===== src/rtl/pet_scan_doubler.sv =====
// pet_scan_doubler: line doubler from the 15.6 kHz PET raster to a 31.25 kHz VGA raster
// Ports: clk16_i/reset_i (sync, active high); pixel_en_i, video_i, h_sync_i, v_sync_i (active-low syncs)
//        from the video stage; vga_video_o, vga_h_sync_o, vga_v_sync_o (registered, active-low syncs)
//        and locked_o to the monitor side.
// Option: PET_SCAN_DOUBLER_SCANLINES_EN adds scanlines_i, which blanks the second replay of each line.
module pet_scan_doubler #(
   parameter int LINE_PIXELS  = 320,
   parameter int ADDR_W       = 9,
   parameter int CNT_W        = 11,
   parameter int HSYNC_CLKS   = 61,
   parameter int OUT_START    = 112,
   parameter int DEFAULT_HALF = 512,
   parameter int MIN_PERIOD   = 640
) (
   input  logic clk16_i,
   input  logic reset_i,
   input  logic pixel_en_i,
   input  logic video_i,
   input  logic h_sync_i,
   input  logic v_sync_i,
`ifdef PET_SCAN_DOUBLER_SCANLINES_EN
   input  logic scanlines_i,
`endif
   output logic vga_video_o,
   output logic vga_h_sync_o,
   output logic vga_v_sync_o,
   output logic locked_o
);
   localparam logic [CNT_W-1:0] CNT_MAX = '1;
   typedef enum logic {PH_A, PH_B} ph_t;
   logic mem [2**(ADDR_W+1)];
   logic h1_q, h2_q, ls;
   logic bank_q, wr_bank, wr_en;
   logic [ADDR_W:0] wr_x_q, wr_x_d, wr_x_eff, len_q;
   logic [CNT_W-1:0] per_q, per_d, period, half_q, half_d, prev_q, prev_d, oc_q, oc_d, rel;
   logic prev_ok_q, prev_ok_d, locked_q, locked_d, sat, valid, close;
   ph_t ph_q, ph_d;
   logic in_win, blank, hs_d, vid_q, hs_q, vs_q;
   assign ls = h2_q & ~h1_q;
   // capture and line-period measurement; period counts the LS clock itself
   always_comb begin
      sat      = per_q == CNT_MAX;
      period   = sat ? per_q : per_q + 1'b1;
      valid    = !sat && period >= CNT_W'(MIN_PERIOD);
      close    = period == prev_q || period == prev_q + 1'b1 || prev_q == period + 1'b1;
      per_d    = ls ? '0 : period;
      wr_bank  = ls ? ~bank_q : bank_q;
      wr_x_eff = ls ? '0 : wr_x_q;
      wr_en    = pixel_en_i && wr_x_eff < (ADDR_W+1)'(LINE_PIXELS);
      wr_x_d   = wr_x_eff + (ADDR_W+1)'(wr_en);
      locked_d  = ls ? valid && prev_ok_q && close : (sat ? 1'b0 : locked_q);
      half_d    = (ls && valid) ? period >> 1 : ((ls || sat) ? CNT_W'(DEFAULT_HALF) : half_q);
      prev_d    = ls ? period : prev_q;
      prev_ok_d = ls ? valid : (sat ? 1'b0 : prev_ok_q);
   end
   // output sequencer: state register
   always_ff @(posedge clk16_i) begin
      if (reset_i) begin
         ph_q <= PH_A;
         oc_q <= '0;
      end else begin
         ph_q <= ph_d;
         oc_q <= oc_d;
      end
   end
   // output sequencer: next state; >= guards against half_period shrinking mid-phase
   always_comb begin
      ph_d = ph_q;
      oc_d = oc_q + 1'b1;
      if (ls) begin
         ph_d = PH_A;
         oc_d = '0;
      end else if (ph_q == PH_A && oc_q >= half_q - 1'b1) begin
         ph_d = PH_B;
         oc_d = '0;
      end else if (ph_q == PH_B && oc_q == CNT_MAX) begin
         ph_d = PH_A;
         oc_d = '0;
      end
   end
   // output sequencer: outputs
   always_comb begin
      rel    = oc_q - CNT_W'(OUT_START);
      in_win = oc_q >= CNT_W'(OUT_START) && rel < CNT_W'(len_q);
      hs_d   = oc_q >= CNT_W'(HSYNC_CLKS);
`ifdef PET_SCAN_DOUBLER_SCANLINES_EN
      blank  = !locked_q || !in_win || (scanlines_i && ph_q == PH_B);
`else
      blank  = !locked_q || !in_win;
`endif
   end
   always_ff @(posedge clk16_i) begin
      if (!reset_i && wr_en)
         mem[{wr_bank, wr_x_eff[ADDR_W-1:0]}] <= video_i;
   end
   // reads use ~wr_bank so even the LS clock never touches the bank being written
   always_ff @(posedge clk16_i) begin
      if (reset_i) begin
         h1_q      <= 1'b1;
         h2_q      <= 1'b1;
         bank_q    <= 1'b0;
         wr_x_q    <= '0;
         len_q     <= '0;
         per_q     <= '0;
         half_q    <= CNT_W'(DEFAULT_HALF);
         prev_q    <= '0;
         prev_ok_q <= 1'b0;
         locked_q  <= 1'b0;
         vid_q     <= 1'b0;
         hs_q      <= 1'b1;
         vs_q      <= 1'b1;
      end else begin
         h1_q      <= h_sync_i;
         h2_q      <= h1_q;
         bank_q    <= wr_bank;
         wr_x_q    <= wr_x_d;
         len_q     <= ls ? wr_x_q : len_q;
         per_q     <= per_d;
         half_q    <= half_d;
         prev_q    <= prev_d;
         prev_ok_q <= prev_ok_d;
         locked_q  <= locked_d;
         vid_q     <= !blank && mem[{~wr_bank, rel[ADDR_W-1:0]}];
         hs_q      <= hs_d;
         vs_q      <= oc_q == '0 ? v_sync_i : vs_q;
      end
   end
   assign vga_video_o  = vid_q;
   assign vga_h_sync_o = hs_q;
   assign vga_v_sync_o = vs_q;
   assign locked_o     = locked_q;
endmodule


===== config.mk =====
export PLATFORM = sky130hd
export DESIGN_NAME = pet_scan_doubler
export DESIGN_NICKNAME = d
export VERILOG_FILES = /design/src/rtl/pet_scan_doubler.sv
export SDC_FILE = /design/constraint.sdc
export NUM_CORES = 2
export LEC_CHECK = 0
export BUFFER_PORTS_ARGS = -buffer_cell sky130_fd_sc_hd__buf_2
export CORE_ASPECT_RATIO = 1.4
export CORE_UTILIZATION = 45
export DETAILED_ROUTE_END_ITERATION = 6
export GPL_TIMING_DRIVEN = 0
export PLACE_DENSITY_LB_ADDON = 0.15
export SETUP_SLACK_MARGIN = 0.05
export SLEW_MARGIN = 25
export SYNTH_ARGS = -nofsm -noshare
export SYNTH_HDL_FRONTEND = slang
export SYNTH_SLANG_ARGS = --single-unit

===== constraint.sdc =====
create_clock -name clk16_i -period 4.1 [get_ports clk16_i]
set_input_delay 0.41 -clock clk16_i [delete_from_list [all_inputs] [get_ports clk16_i]]
set_output_delay 0.41 -clock clk16_i [all_outputs]
set_load 0.03 [all_outputs]

==> flow_metrics.env <==
export IMPL_fp_dieArea_um2=105800
export IMPL_tightest_slew_ns=1.160
export IMPL_synth_top_cell_area_share_pct=65.40
export IMPL_yosys_area_top_type="edfxtp_1"
export IMPL_die_width_um=275.2
export IMPL_setup_viol_count_final=1
export IMPL_synth_common_cells="edfxtp_1, nor2_1, mux4_2"
export IMPL_avgSynthCellArea_um2=15.07
export IMPL_vdd_ir_drop_max_mv=0.3402
export IMPL_dp_cells=4861
export IMPL_synthArstFlopShare_pct=0
export IMPL_nFillCells=8804
export IMPL_synth_edf_count=1024
export IMPL_clockBufferDepth=3
export IMPL_coreArea_um2=103100
export IMPL_pre_cts_ws_ns=-1.026
export IMPL_fmax_ghz=0.2362
export IMPL_rows=139
export IMPL_crit_type="reg -> reg"
export IMPL_drive_gt1_share_pct=14.59
export IMPL_wl_per_cell_um=28.35
export IMPL_synthTopCellsByArea="edfxtp_1, mux4_2, nor2_1"
export IMPL_rsz0062_at_grt="true"
export IMPL_die_h_um=384.5
export IMPL_netlist_instances=3119
export IMPL_gr_usage_all_layers_pct=27.47
export IMPL_nets=3674
export IMPL_crit_slowest_cell="clkinv_1"
export IMPL_setup_worst_path_start_class="flip-flop"
export IMPL_io_pin_count=10
export IMPL_hpwl_um=93890
export IMPL_critical_path_max_stage_delay_ns=0.93
export IMPL_syn_cell_area_um2=47020
export IMPL_worst_slack_ns=-0.1337
export IMPL_clk_pin_slew_ns=0.06
export IMPL_finalHoldViolCount=0
export IMPL_finalNonFillerCells=5062
export IMPL_cp_arrival_ns=4.84
export IMPL_crit_fanout=10
export IMPL_p_leak_nw=17.54
export IMPL_cts_sinks=1096
export IMPL_crit_required_ns=4.70
export IMPL_cts_htree_levels=3
export IMPL_yosysWarnings=0
export IMPL_synth_most_common_cell="edfxtp_1"
export IMPL_routed_wl_um=143500
export IMPL_initial_core_util_pct=45.59
export IMPL_grt_pass1_vias=28695
export IMPL_netlist_cell_type_count=73
export IMPL_antenna_found_initial=5
export IMPL_power_density_nw_per_um2=447.8
export IMPL_setup_tns_ns=-0.1337
export IMPL_endpoint_kind="flip-flop"
export IMPL_path_cells="ha_1 > xnor2_2 > clkinv_1 > a221o_1 > a31oi_1 > a41oi_1 > o21ai_0 > nand3_1 > o211a_1"
export IMPL_drv_cap=0
export IMPL_vias_per_cell=5.728
export IMPL_status="complete, but fails checks"
export IMPL_place_congestion=0.9801
export IMPL_fin_crit_sh_pct=103.3
export IMPL_drt_iter0_drc=3413
export IMPL_ys_flop_type="edfxtp_1"
export IMPL_ys_seq_elements=1096
export IMPL_grt_max_degree=148
export IMPL_hold_class="in -> reg"
export IMPL_fin_worst_skew_ns=0.02423
export IMPL_holdPathStages=1
export IMPL_drc=12
export IMPL_final_max_slew_viol_count=0
export IMPL_numCtsBuffers=108
export IMPL_violations="DRC, setup timing"
export IMPL_cts_root_buf="clkbuf_16"
export IMPL_ant_nets=0
export IMPL_final_min_clock_period_ns=4.234
export IMPL_synth_seq_area_share_pct=68.47
export IMPL_via_count=28996
export IMPL_grt_overflow=0
export IMPL_cts_tree="done"
export IMPL_clk_latency_ns=0.74
export IMPL_area_growth_pct=15.34
export IMPL_port_buffers=8
export IMPL_grt_pass1_wl_um=201000
export IMPL_reg2reg_depth=9
export IMPL_max_slew_margin_pct=22.67
export IMPL_dr_pass1_iters=7
sequential cells by signal (all words and copies together) (netlist names), 10 cells and up:
name and cells:
mem 1024, oc_q 11, per_q 11, prev_q 11
half_q 10, len_q 10, wr_x_q 10
kinds of logic after synthesis:
kind of cell / synth area share [%]
compound gates: 3.973
xor+xnor: 1.096
fa+ha+maj: 0.8250
buf+inv: 3.002
flops: 68.47
mux: 13.44
other cells: 0.007976
simple gates: 9.187
worst paths after layout:
check | start | to | slack [ns]
worst min-delay path | video_i | mem[415] | 0.16
worst max register to register | oc_q[5] | vga_video_o | -0.13
worst min register to register | len_q[2] | len_q[2] | 0.46
worst max-delay path | oc_q[5] | vga_video_o | -0.13
metal layers:
metal,part of all wire (%),global-route usage (%)
met2,51,47.55
met4,6.0,15.58
met3,8.1,5.382
met1,35,31.64
met5,0.031,0
critical path: cells and delay by family (launching register included):
family | cells | cell delay, ns
flip-flops | 1 | 0.39
adder cells (fa/ha/maj) | 1 | 0.33
buffers and inverters | 1 | 0.93
AND/OR/NAND/NOR | 1 | 0.25
XOR/XNOR | 1 | 0.86
AO/OA/AOI/OAI | 5 | 1.34
layout by cell type, fill, tap and decap left out, types with 30 or more instances in the layout:
master	count
buf_4	31
dfxtp_1	71
ha_1	30
clkbuf_16	110
o21ai_0	56
mux2i_1	91
mux4_2	217
nand3_1	40
nand2_1	139
nor2_1	713
edfxtp_1	1024
clkbuf_1	134
a21oi_1	48
conb_1	384
xnor2_1	39
buf_1	34
power by group:
| part | leakage [nW] | switching (mW) | total (mW) | internal, mW |
|---|---|---|---|---|
| registers | 10.1 | 0.0852 | 12.7 | 12.6 |
| clock network | 1.68 | 4.32 | 9.91 | 5.60 |
| logic | 5.77 | 1.07 | 1.71 | 0.638 |
| total | 17.5 | 5.47 | 24.3 | 18.8 |
what timing repair did:
item | CTS | global route
hold buffers | 2 | 0
buffers inserted | 3 | 1
pin swaps | 1 | 1
endpoints found under the setup margin | 4 | 12
endpoints found under the hold margin | 2 | 0
resized for setup | 52 | 19
layout make-up:
cell class                 count  area [um^2]  area share (%)
antenna                        2        5.005        0.009229
buffer                       257         1408           2.596
clock buffer                 135         2884           5.318
clock inverter                59        571.8           1.054
inverter                      32        126.4          0.2330
multi-input combinational   2116        14990           27.64
sequential                  1096        32190           59.37
tap                         1339         1675           3.090
timing repair buffer          26        374.1          0.6899
through the flow:
stage / util [%] / area [um^2] / hold slack [ns] / power (mW)
2_1_floorplan: - / 48450 / 0.4321 / 13.84
3_3_place_gp: 48.65 / 50170 / 0.4434 / 14.68
3_5_place_dp: 48.99 / 50530 / 0.4467 / 14.58
4_1_cts: 52.51 / 54160 / 0.1540 / 24.37
5_1_grt: 52.58 / 54220 / 0.1963 / 24.87
6_report: 52.58 / 54230 / 0.1601 / 24.28
Power figures use the tool's default switching activity.
